**src/rtl/mcu_snddma_pkg.sv**
```systemverilog
// rtl/mcu_snddma_pkg.sv - shared types and defaults for the sound DMA controller
package mcu_snddma_pkg;

    localparam int SND_NCH_DEF = 2;
    localparam int SND_AW_DEF  = 21;

    typedef enum logic {
        CH_IDLE = 1'b0,
        CH_PLAY = 1'b1
    } ch_state_e;

    function automatic int ch_idx_w(input int n);
        return (n > 1) ? $clog2(n) : 1;
    endfunction

endpackage

```
**src/rtl/mcu_snddma_if.sv**
```systemverilog
// rtl/mcu_snddma_if.sv - fetch strobe bus from the sound DMA controller to the memory side
interface mcu_snddma_if
    import mcu_snddma_pkg::*;
#(
    parameter int NCH = SND_NCH_DEF,
    parameter int AW  = SND_AW_DEF
) ();

    localparam int CW = ch_idx_w(NCH);

    logic          dma_load;
    logic [AW-1:0] dma_addr;
    logic [CW-1:0] dma_ch;

    modport master (output dma_load, dma_addr, dma_ch);
    modport slave  (input  dma_load, dma_addr, dma_ch);

endinterface

```
**src/rtl/mcu_snddma_chan.sv**
```systemverilog
// rtl/mcu_snddma_chan.sv - one sound DMA channel: play state, fetch address, frame end, request tracking
module mcu_snddma_chan
    import mcu_snddma_pkg::*;
#(
    parameter int AW = SND_AW_DEF
) (
    input  logic          clk,
    input  logic          resb,
    input  logic          en,
    input  logic          rep,
    input  logic          req,
    input  logic          svc,
    input  logic [AW-1:0] start_addr,
    input  logic [AW-1:0] end_addr,
    output logic          active,
    output logic          pending,
    output logic          ovr,
    output logic          frame_end,
    output logic [AW-1:0] cur
);

    ch_state_e     state_q, state_d;
    logic [AW-1:0] cur_q, cur_d;
    logic [AW-1:0] end_q, end_d;
    logic          pend_q, pend_d;
    logic          ovr_q, ovr_d;
    logic [AW-1:0] cur_inc;

    assign cur_inc   = cur_q + AW'(1);
    assign frame_end = (cur_inc == end_q);
    assign active    = (state_q == CH_PLAY);
    assign pending   = pend_q;
    assign ovr       = ovr_q;
    assign cur       = cur_q;

    always_comb begin
        state_d = state_q;
        cur_d   = cur_q;
        end_d   = end_q;
        pend_d  = pend_q;
        ovr_d   = ovr_q;
        if (state_q == CH_IDLE) begin
            if (en) begin
                state_d = CH_PLAY;
                cur_d   = start_addr;
                end_d   = end_addr;
                pend_d  = 1'b0;
            end
        end else if (!en) begin
            state_d = CH_IDLE;
            pend_d  = 1'b0;
            ovr_d   = 1'b0;
        end else if (svc) begin
            // a request arriving with its own service stays pending without overrun
            pend_d = req;
            cur_d  = cur_inc;
            if (frame_end) begin
                if (rep) begin
                    cur_d = start_addr;
                    end_d = end_addr;
                end else begin
                    state_d = CH_IDLE;
                    pend_d  = 1'b0;
                end
            end
        end else if (req) begin
            if (pend_q) ovr_d = 1'b1;
            pend_d = 1'b1;
        end
    end

    always_ff @(posedge clk) begin
        if (!resb) begin
            state_q <= CH_IDLE;
            cur_q   <= '0;
            end_q   <= '0;
            pend_q  <= 1'b0;
            ovr_q   <= 1'b0;
        end else begin
            state_q <= state_d;
            cur_q   <= cur_d;
            end_q   <= end_d;
            pend_q  <= pend_d;
            ovr_q   <= ovr_d;
        end
    end

endmodule

```
**src/rtl/mcu_snddma_ctrl.sv**
```systemverilog
// rtl/mcu_snddma_ctrl.sv - multi-channel sound DMA controller with round-robin slot arbitration
module mcu_snddma_ctrl
    import mcu_snddma_pkg::*;
#(
    parameter int NCH = SND_NCH_DEF,
    parameter int AW  = SND_AW_DEF
) (
    input  logic              clk,
    input  logic              resb,
    input  logic              cyc_slot,
    input  logic [NCH-1:0]    ch_en,
    input  logic [NCH-1:0]    ch_rep,
    input  logic [NCH*AW-1:0] ch_start,
    input  logic [NCH*AW-1:0] ch_end,
    input  logic [NCH-1:0]    ch_req,
    output logic [NCH-1:0]    ch_active,
    output logic [NCH-1:0]    ch_int,
    output logic [NCH-1:0]    ch_ovr,
    output logic [NCH*AW-1:0] ch_cur,
    mcu_snddma_if.master      dma
);

    localparam int CW = ch_idx_w(NCH);

    logic [NCH-1:0] pend, fend, elig, svc;
    logic [AW-1:0]  cur_arr [NCH];
    logic [CW-1:0]  rr_q, rr_d, pick;
    logic           found;
    logic           load_q, load_d;
    logic [AW-1:0]  addr_q, addr_d;
    logic [CW-1:0]  chn_q, chn_d;
    logic [NCH-1:0] int_q, int_d;

    for (genvar g = 0; g < NCH; g++) begin : g_ch
        mcu_snddma_chan #(.AW(AW)) u_chan (
            .clk        (clk),
            .resb       (resb),
            .en         (ch_en[g]),
            .rep        (ch_rep[g]),
            .req        (ch_req[g]),
            .svc        (svc[g]),
            .start_addr (ch_start[g*AW +: AW]),
            .end_addr   (ch_end[g*AW +: AW]),
            .active     (ch_active[g]),
            .pending    (pend[g]),
            .ovr        (ch_ovr[g]),
            .frame_end  (fend[g]),
            .cur        (cur_arr[g])
        );
        assign ch_cur[g*AW +: AW] = cur_arr[g];
    end

    assign elig = ch_active & pend & ch_en;

    // lowest eligible index above the last served one, else lowest eligible overall
    always_comb begin
        found = 1'b0;
        pick  = '0;
        for (int c = NCH - 1; c >= 0; c--) begin
            if (elig[c] && (CW'(c) > rr_q)) begin
                found = 1'b1;
                pick  = CW'(c);
            end
        end
        if (!found) begin
            for (int c = NCH - 1; c >= 0; c--) begin
                if (elig[c]) begin
                    found = 1'b1;
                    pick  = CW'(c);
                end
            end
        end
        for (int c = 0; c < NCH; c++) begin
            svc[c] = cyc_slot && found && (pick == CW'(c));
        end
    end

    always_comb begin
        load_d = 1'b0;
        addr_d = addr_q;
        chn_d  = chn_q;
        int_d  = '0;
        rr_d   = rr_q;
        if (cyc_slot && found) begin
            load_d = 1'b1;
            addr_d = cur_arr[pick];
            chn_d  = pick;
            int_d  = svc & fend;
            rr_d   = pick;
        end
    end

    always_ff @(posedge clk) begin
        if (!resb) begin
            load_q <= 1'b0;
            addr_q <= '0;
            chn_q  <= '0;
            int_q  <= '0;
            rr_q   <= CW'(NCH - 1);
        end else begin
            load_q <= load_d;
            addr_q <= addr_d;
            chn_q  <= chn_d;
            int_q  <= int_d;
            rr_q   <= rr_d;
        end
    end

    assign dma.dma_load = load_q;
    assign dma.dma_addr = addr_q;
    assign dma.dma_ch   = chn_q;
    assign ch_int       = int_q;

endmodule
```
**src/flat_wrapper.sv**
```systemverilog
// flat-port wrapper written by rule: the top's interface ports become plain ports
module mcu_snddma_ctrl_flat import mcu_snddma_pkg::*;
#(
    parameter int NCH = SND_NCH_DEF,
    parameter int AW  = SND_AW_DEF
)
  (clk, resb, cyc_slot, ch_en, ch_rep, ch_start, ch_end, ch_req, ch_active, ch_int, ch_ovr, ch_cur, dma_dma_load, dma_dma_addr, dma_dma_ch);
  mcu_snddma_if #(.NCH(NCH), .AW(AW)) dma_i ();
  input  logic clk;
  input  logic resb;
  input  logic cyc_slot;
  input  logic [NCH-1:0] ch_en;
  input  logic [NCH-1:0] ch_rep;
  input  logic [NCH*AW-1:0] ch_start;
  input  logic [NCH*AW-1:0] ch_end;
  input  logic [NCH-1:0] ch_req;
  output logic [NCH-1:0] ch_active;
  output logic [NCH-1:0] ch_int;
  output logic [NCH-1:0] ch_ovr;
  output logic [NCH*AW-1:0] ch_cur;
  output wire logic [$bits(dma_i.dma_load)-1:0] dma_dma_load;
  output wire logic [$bits(dma_i.dma_addr)-1:0] dma_dma_addr;
  output wire logic [$bits(dma_i.dma_ch)-1:0] dma_dma_ch;
  assign dma_dma_load = dma_i.dma_load;
  assign dma_dma_addr = dma_i.dma_addr;
  assign dma_dma_ch = dma_i.dma_ch;
  mcu_snddma_ctrl #(.NCH(NCH), .AW(AW)) u_core (.clk(clk), .resb(resb), .cyc_slot(cyc_slot), .ch_en(ch_en), .ch_rep(ch_rep), .ch_start(ch_start), .ch_end(ch_end), .ch_req(ch_req), .ch_active(ch_active), .ch_int(ch_int), .ch_ovr(ch_ovr), .ch_cur(ch_cur), .dma(dma_i));
endmodule
```
**config.mk**
```make
export PLATFORM = sky130hd
export DESIGN_NAME = mcu_snddma_ctrl_flat
export DESIGN_NICKNAME = d
export VERILOG_FILES = /design/src/rtl/mcu_snddma_pkg.sv /design/src/rtl/mcu_snddma_if.sv /design/src/rtl/mcu_snddma_chan.sv /design/src/rtl/mcu_snddma_ctrl.sv /design/src/flat_wrapper.sv
export SDC_FILE = /design/constraint.sdc
export NUM_CORES = 1
export LEC_CHECK = 0
export BUFFER_PORTS_ARGS = -buffer_cell sky130_fd_sc_hd__clkbuf_2
export CORE_AREA = 5 5 159 100
export CTS_BUF_LIST = sky130_fd_sc_hd__clkbuf_8
export DETAILED_ROUTE_END_ITERATION = 8
export DIE_AREA = 0 0 164 105
export HOLD_SLACK_MARGIN = 0.12
export PLACE_DENSITY = 0.82
export SYNTH_ARGS = -nofsm -noshare
export SYNTH_HDL_FRONTEND = slang
export SYNTH_SLANG_ARGS = --single-unit
```
**constraint.sdc**
```tcl
create_clock -name clk -period 4.5 [get_ports clk]
set_clock_uncertainty 0.2 [all_clocks]
set_input_delay 0.45 -clock clk [delete_from_list [all_inputs] [get_ports clk]]
set_output_delay 0.45 -clock clk [all_outputs]
set_load 0.005 [all_outputs]
```
After elaboration in Yosys (flattened, before gate mapping). Cells that the tools add are included.

Logic and storage cells: 128. Bits in registers: 116.

Bitwise logic cells: 5. Muxes and demuxes: 71. Reductions and logical operators: 16. Eq/ne operators: 16. $add $sub $neg: 2. $lt $le $gt $ge: 3.

Operators by type and width (number): 21-bit 2-to-1 mux (27); 1-bit 2-to-1 mux (44); 21-bit by 1-bit adder with 21-bit output (second input constant) (2); 21-bit equality test (2); 2-bit inequality test (second input constant) (8); 4-bit AND reduction (4); 2-bit AND reduction (5); 2-bit by 1-bit inequality test with 1-bit output (second input constant) (4); 4-bit inequality test (second input constant) (2); 2-bit bitwise AND (3); 1-bit logical AND (5); 2-bit nonzero test (2); 2-bit >= comparator (second input constant) (1); 1-bit greater-than comparator (first input constant) (2); 1-bit NOT with 2-bit output (1); 1-bit NOT (1).

Depth between registers and ports, before layout. Gate-level depths: netlist of run 1.

Word-level depth: 13. Depth in mapped cells: 13. Depth with buffers taken out: 9.

Cells and area by module. A second synthesis of run 1 with hierarchy kept.

Cells, all modules: 889. Area, all modules: 7264.5 sq um.

Modules (own cells, without submodules): mcu_snddma_chan (cells an instance 396, instances 2, area each 3083.0 sq um, sequential area each 900.9 sq um); mcu_snddma_ctrl (cells an instance 97, instances 1, area each 1098.6 sq um, sequential area each 520.5 sq um).

Worst setup path before layout of run 1. No wires, ideal clock.

Path kind: register to register. From: register u_core.g_ch[0].u_chan.cur_q[0]. To: register u_core.g_ch[0].u_chan.cur_q[18]. Buffers on the path: 1. Data required time: 4.184 ns. Arrival time: 2.825 ns. Cell stages (with the launch flop): 11. Setup time: 0.116 ns. Period minus slack after synthesis: 3.141 ns. Path slack: 1.359 ns. Cells stage by stage: dfxtp_1 > ha_1 > nand4_2 > nor3_1 > xnor2_1 > or4bb_1 > nor4_2 > a21o_2 > buf_6 > o21ai_0 > a31o_1.

Longest elaborated chain between the ends: 6.

Ends and longest elaborated chain: start, declared (RTL line mcu_snddma_chan.sv:23) `logic [AW-1:0] cur_q, cur_d;`; start signal, assigned (RTL line mcu_snddma_chan.sv:81) `cur_q <= cur_d;`; 21-bit by 1-bit adder with 21-bit output (*) (RTL line mcu_snddma_chan.sv:29) `assign cur_inc = cur_q + AW'(1);`; 21-bit equality test or 21-bit 2-to-1 mux (tied branches) (RTL line mcu_snddma_chan.sv:30, mcu_snddma_chan.sv:58); 21-bit 2-to-1 mux (*) (RTL line mcu_snddma_chan.sv:57) `if (frame_end) begin`; 21-bit 2-to-1 mux (*) (RTL line mcu_snddma_chan.sv:53) `end else if (svc) begin`; 21-bit 2-to-1 mux (*) (RTL line mcu_snddma_chan.sv:49) `end else if (!en) begin`; 21-bit 2-to-1 mux (*) (RTL line mcu_snddma_chan.sv:42) `if (state_q == CH_IDLE) begin`.

Every way passes the cells marked *; elsewhere a longest branch is shown, timed or not. The select of a mux whose other input is x is not followed. A chain may end at the register's enable or synchronous reset.

Worst setup path after layout of run 1.
From: register u_core.g_ch[0].u_chan.cur_q[0]. To: register u_core.g_ch[0].u_chan.end_q[11].

Longest elaborated chain between the ends: 4.

Ends and longest elaborated chain: 21-bit by 1-bit adder with 21-bit output (RTL line mcu_snddma_chan.sv:29); 21-bit equality test (RTL line mcu_snddma_chan.sv:30) `assign frame_end = (cur_inc == end_q);`; 2-bit inequality test (no line); 4-bit AND reduction (no line); end signal, assigned (RTL line mcu_snddma_chan.sv:82) `end_q <= end_d;`; end, declared (RTL line mcu_snddma_chan.sv:24) `logic [AW-1:0] end_q, end_d;`.

Every way passes these cells.

==> impl_metrics.json, run 1 <==
{
  "most-common-layout-cells": "clkbuf_2 (162), nand2_1 (149), dfxtp_1 (116)",
  "syn_avg_cell_area_um2": 8.020,
  "grt_pass1_wl_mm": 43.05,
  "htreeDepth": 4,
  "synth-simple-area-share_pct": 30.63,
  "grt.total_usage_pct": 31.10,
  "die_area_um2": 17220,
  "start_util_pct": 53.85,
  "firstDrtPassIters": 9,
  "hp-class": "in -> reg",
  "setup_tns_ps": 0,
  "slew_headroom_pct": 35.13,
  "cts.path.max_buffers": 2,
  "final_common_cell": "clkbuf_2",
  "place_inst": 1244,
  "cpPeakStageDelay_ps": 530,
  "ir_worst_vdd_uv": 183.4,
  "hold_viol": 0,
  "cp-start-kind": "register",
  "period_share_pct": 87.52,
  "synthMuxAreaShare_pct": 6.983,
  "critPathKind": "reg -> reg",
  "p_leak_nw": 3.818,
  "cts-root-buf": "clkbuf_8",
  "worst_setup_path_end_kind": "register",
  "io_buffer_count": 163,
  "cp.arrival_ps": 4110,
  "seq_area_frac_synth_pct": 30.35,
  "final-setup-viol-count": 0,
  "synth_warnings": 0,
  "synth.distinct_cells": 92,
  "rsz0062_at_grt": "no",
  "worstMarginPinSlew_ps": 973.1,
  "clk_pin_slew_ps": 80,
  "final_core_util_pct": 66.93,
  "numCtsBuffers": 17,
  "wl_per_cell_um": 20.50,
  "worstPathRequired_ps": 4670,
  "ys.flop_type": "dfxtp_1",
  "max_freq_ghz": 0.2539,
  "drtAntennaViolNets": 0,
  "clkLatencyLatePin_ps": 450,
  "ys_ff_latch": 116,
  "antenna_found_initial": 0,
  "core_um2": 14210,
  "fin_nets": 1222,
  "area_growth_pct": 24.28,
  "num_vias": 8506,
  "grt_max_degree": 92,
  "crit_path_frequent_cell": "buf_4",
  "cts_setup_buffers": 0,
  "syn_nets": 1049,
  "drt_iter0_drc": 1328,
  "pin_count": 164,
  "cts_tree": "done",
  "gp_congestion": 1.049,
  "grt_pass1_vias": 7885,
  "min_period_ps": 3938,
  "synth-edff-count": 0,
  "syn_inst": 954,
  "synth_top_family_by_area": "simple AND/OR/NAND/NOR gates",
  "overflow": 0,
  "stdcell_count": 1338,
  "synthAdderAreaFrac_pct": 0.3271,
  "post-dp-hpwl_mm": 19.44,
  "power.density_nw_per_um2": 302.4,
  "wl_mm": 27.44,
  "status": "complete, no violations",
  "antenna_cells": 0,
  "cts_resized": 0,
  "stdcell_area_um2": 9509,
  "drc": 0,
  "die_y_um": 105,
  "drive_above_1_share_pct": 22.37,
  "cts_num_sinks": 116,
  "crit_path_max_fanout": 21,
  "syn-cell-area_um2": 7651,
  "async_flop_share_pct": 0,
  "die_w_um": 164,
  "rows": 34,
  "max-cap-violations": 0,
  "placement.cell_area_um2": 8422,
  "cp_slowest_cell": "or4bb_1",
  "worstPathCellList": "ha_1 > nand4_2 > nor3_1 > xnor2_1 > or4bb_1 > nor4_2 > a21oi_2 > buf_4 > nor2_2 > buf_4 > mux2i_1",
  "synth_compound_area_share_pct": 18.82,
  "viasPerCell": 6.357,
  "synth-xor-area-share_pct": 5.380,
  "maxSlewViolCount": 0
}
-- worst max-delay path, delay by kind of cell, from the launching register on --
kind / cells / cell delay, ps
DFF: 1 / 510
muxes: 1 / 250
xor gates and xnor gates: 1 / 210
adders and majority gates: 1 / 360
and+or+nand+nor: 5 / 1590
AOI/OAI and AO/OA: 1 / 140
buffers and inverters: 2 / 580
-- path summary, 6_finish.rpt --
check	from	endpoint	slack [ps]	cells past startpoint
worst max-delay path	u_core.g_ch[0].u_chan.cur[0]$_SDFFE_PN0P_	u_core.g_ch[0].u_chan.end_q[11]$_SDFFE_PN0P_	560	11
worst min-delay path	ch_en[0]	u_core.g_ch[0].u_chan.active$_SDFF_PN0_	140	2
worst max register to register	u_core.g_ch[0].u_chan.cur[0]$_SDFFE_PN0P_	u_core.g_ch[0].u_chan.end_q[11]$_SDFFE_PN0P_	560	11
worst min register to register	u_core.dma.dma_ch$_SDFFE_PN0P_	u_core.dma.dma_ch$_SDFFE_PN0P_	270	2
-- synth_stat cells, types with 19 or more instances --
library cell	instances	share of area, %
nand2_1	149	7.3
dfxtp_1	116	30
nor2_1	60	2.9
nand3_1	55	3.6
clkbuf_1	54	2.6
mux2i_1	50	6.5
xnor2_1	32	3.7
nand4_1	29	2.4
a21oi_1	25	1.6
o21ai_0	25	1.6
a222oi_1	21	2.7
nor3_1	21	1.4
buf_2	19	1.2
inv_1	19	0.93
-- kinds of logic (layout without fill, tap and decap cells) --
family                     after synthesis  count (layout)
DFF                                    116             116
xor gates and xnor gates                47              47
buffers and inverters                  115             301
muxes                                   53              53
AOI/OAI and AO/OA                      183             183
and+or+nand+nor                        438             438
adders and majority gates                2               2
-- registers in the layout, summed over array words and instances, names as in the netlist --
name and flops:
u_core.dma.dma_ch 1, u_core.dma.dma_addr 21, u_core.g_ch.u_chan.cur 42, u_core.g_ch.u_chan.pending 2, u_core.g_ch.u_chan.end_q 42, u_core.g_ch.u_chan.active 2, u_core.ch_int 2, u_core.rr_q 1
u_core.g_ch.u_chan.ovr 2, u_core.dma.dma_load 1
-- area by class of cell --
cell class | instances | area, um^2
sequential | 116 | 2322
timing repair buffer | 249 | 1632
fill | 1206 | 4700
clock inverter | 13 | 205.2
inverter | 20 | 75.07
multi-input combinational | 723 | 4766
tap | 198 | 247.7
clock buffer | 19 | 261.5
-- layer usage --
metal,GRT usage (%),up-vias,part of all wire [%],routed length [um]
li1,-,3882,-,-
met1,46.67,3974,44,12120
met2,43.22,600,41,11140
met3,10.19,50,14,3834
met4,6.164,0,1.3,349
met5,0,-,0,0
-- report_power, final --
part | switching (mW) | internal (mW)
registers | 0.102 | 1.08
clock network | 0.471 | 0.688
logic | 0.295 | 0.242
-- metrics by stage --
step,hold slack [ps],power [mW],worst slack (ps)
final,139.4,2.875,561.6
after global routing,131.8,2.974,338.6
after CTS,126.9,2.853,642.3
after detailed placement,264.1,1.673,642.5
after global placement,240.9,1.664,830.6
after floorplan,238.2,1.497,1359
-- repair_timing --
item,in CTS,in global routing
hold buffers,62,0
setup endpoints to repair,0,0
hold endpoints to repair,63,0
Power figures use the tool's default switching activity.
==> run 2: changes to the inputs <==
Settings changed: CTS_BUF_LIST sky130_fd_sc_hd__clkbuf_8 to default.
==> run 2 against run 1 <==
Against the previous run:
- clock power up 32%
- cell count decreased by 1.1%
- critical endpoint unchanged
- via count fell by 0.95%
- clock-buffer cell count is 1 higher
- combinational power is 2% lower
- critical path type unchanged
- sequential power is essentially flat
- setup slack lost 3.6 ps
- flip-flop and latch count is the same
- hold slack worse by 18 ps
- maximum frequency about the same
- global-route usage shrank 0.12 points
- wire length decreased by 0.69%
==> impl_metrics.json, run 2 (synthesis gave the netlist of run 1 again) <==
{
  "setup_tns_ps": 0,
  "cpPeakStageDelay_ps": 530,
  "final-setup-viol-count": 0,
  "r2r-start": "u_core.g_ch[0].u_chan.cur[0]$_SDFFE_PN0P_",
  "p_leak_nw": 3.838,
  "internal-power_mw": 2.326,
  "max_freq_ghz": 0.2537,
  "fin_nets": 1207,
  "r2r_slack_ps": 560,
  "power.density_nw_per_um2": 338.8,
  "final_core_util_pct": 67.22,
  "crit_path_max_fanout": 21,
  "grt_max_degree": 92,
  "worst_setup_path_end_kind": "register",
  "hold_viol": 0,
  "viasPerCell": 6.368,
  "cts_hold_buf": 47,
  "p_seq_share_pct": 36.5,
  "die_w_um": 164,
  "rows": 34,
  "min_path_cells": 3,
  "cts_resized": 0,
  "worst_slack_ps": 558.0,
  "firstDrtPassIters": 7,
  "core_um2": 14210,
  "cts_setup_buffers": 0,
  "clkLatencyLatePin_ps": 420,
  "period_share_pct": 87.60,
  "drc": 0,
  "worstPathCellList": "ha_1 > nand4_2 > nor3_1 > xnor2_1 > or4bb_1 > nor4_2 > a21oi_2 > buf_4 > nor2_2 > buf_4 > mux2i_1",
  "num_vias": 8425,
  "cts_num_sinks": 116,
  "worstMarginPinSlew_ps": 952.0,
  "preCtsSetupSlack_ps": 642.5,
  "p_comb_share_pct": 16.3,
  "die_y_um": 105,
  "wl_mm": 27.25,
  "critPathKind": "reg -> reg",
  "status": "complete, no violations",
  "cp.arrival_ps": 4080,
  "fillers": 1205,
  "post-dp-hpwl_mm": 19.44,
  "area_growth_pct": 24.82,
  "reg2reg_depth": 11,
  "p_sw_share_pct": 28.12,
  "grt.total_usage_pct": 30.98,
  "max-cap-violations": 0,
  "regArea_um2": 2322,
  "antenna_found_initial": 0,
  "holdPathEnd": "u_core.g_ch[1].u_chan.cur[3]$_SDFFE_PN0P_",
  "wl_per_cell_um": 20.59,
  "grt_pass1_wl_mm": 42.70,
  "most-common-layout-cells": "clkbuf_2 (162), nand2_1 (149), dfxtp_1 (116)",
  "die_area_um2": 17220,
  "holdCritStartpoint": "ch_start[24]",
  "hold_slack_ps": 121.8,
  "hp-class": "in -> reg",
  "worstPathRequired_ps": 4630,
  "cp_slowest_cell": "or4bb_1",
  "stdcell_area_um2": 9550,
  "rsz0062_at_grt": "no",
  "cp-start-kind": "register",
  "clk_pin_slew_ps": 60,
  "ir_worst_vdd_uv": 230.5,
  "start_util_pct": 53.85,
  "drtAntennaViolNets": 0,
  "rr_endpoint": "u_core.g_ch[0].u_chan.end_q[11]$_SDFFE_PN0P_",
  "overflow": 0,
  "numCtsBuffers": 17,
  "cts-root-buf": "clkbuf_16",
  "slew_headroom_pct": 36.52,
  "cts_tree": "done",
  "placement.cell_area_um2": 8422,
  "crit_path_frequent_cell": "buf_4",
  "drt_iter0_drc": 1244,
  "pin_count": 164,
  "cts.path.max_buffers": 2,
  "drive_above_1_share_pct": 22.67,
  "multi_input_area_um2": 4766,
  "min_period_ps": 3942,
  "p_sw_uw": 909.7,
  "antenna_cells": 0,
  "clockPowerShare_pct": 47.2,
  "grt_pass1_vias": 7737,
  "io_buffer_count": 163,
  "maxSlewViolCount": 0,
  "htreeDepth": 4,
  "final_common_cell": "clkbuf_2",
  "gp_congestion": 1.049
}
## run 2: cell types whose count changed in the layout (fill, tap and decap cells not counted)
cell	before	now
inv_1	20	19
clkbuf_16	0	17
clkbuf_1	0	1
dlygate4sd3_1	62	47
clkbuf_8	19	2
## run 2: metal layers
metal	vias up	GRT usage (%)	routed length, um	share of wire, %
li1	3847	-	-	-
met1	3960	46.94	12050	44
met2	569	42.96	10950	40
met3	49	9.323	3802	14
met4	0	6.523	448	1.6
met5	-	0	0	0
## run 2: power by group through the flow
stage                     Combinational [mW]  Sequential (mW)  Clock [mW]
after floorplan                        0.354             1.14           0
after global placement                 0.470             1.19           0
after detailed placement               0.476             1.20           0
after CTS                              0.512             1.18        1.53
after global routing                   0.567             1.19        1.58
final                                  0.527             1.18        1.53
## run 2: area by class of cell
class / count / share of cell area, %
clock buffer: 20 / 4.782
clock inverter: 12 / 2.109
inverter: 20 / 0.7861
multi-input combinational: 723 / 49.90
sequential: 116 / 24.32
tap: 198 / 2.594
timing repair buffer: 234 / 15.51
## run 2: per-stage QoR
step / instances / total power, mW
final: 1323 / 3.235
after global routing: 1323 / 3.334
after CTS: 1323 / 3.213
after detailed placement: 1244 / 1.673
after global placement: 1244 / 1.664
after floorplan: 954 / 1.497
## run 2: critical path: cells and delay by family, from the launching register on
| family | cells | cell delay, ps |
|---|---|---|
| buf+inv | 2 | 580 |
| simple gates | 5 | 1580 |
| flops | 1 | 490 |
| mux | 1 | 280 |
| xor+xnor | 1 | 210 |
| compound gates | 1 | 130 |
| fa+ha+maj | 1 | 360 |
## run 2: how the worst max path moves through the flow
stage / start / end / slack [ps] / cells past startpoint
finish: u_core.g_ch[0].u_chan.cur[0]$_SDFFE_PN0P_ / u_core.g_ch[0].u_chan.end_q[11]$_SDFFE_PN0P_ / 560 / 11
floorplan: u_core.g_ch[0].u_chan.cur[0]$_SDFFE_PN0P_ / u_core.g_ch[0].u_chan.cur[18]$_SDFFE_PN0P_ / 1360 / 10
global route: u_core.g_ch[0].u_chan.cur[0]$_SDFFE_PN0P_ / u_core.g_ch[0].u_chan.end_q[11]$_SDFFE_PN0P_ / 320 / 11
global placement: u_core.g_ch[0].u_chan.cur[0]$_SDFFE_PN0P_ / u_core.g_ch[0].u_chan.end_q[18]$_SDFFE_PN0P_ / 830 / 11
CTS: u_core.g_ch[0].u_chan.cur[0]$_SDFFE_PN0P_ / u_core.g_ch[0].u_chan.end_q[11]$_SDFFE_PN0P_ / 630 / 11
detailed placement: u_core.g_ch[0].u_chan.cur[0]$_SDFFE_PN0P_ / u_core.g_ch[0].u_chan.end_q[11]$_SDFFE_PN0P_ / 640 / 11
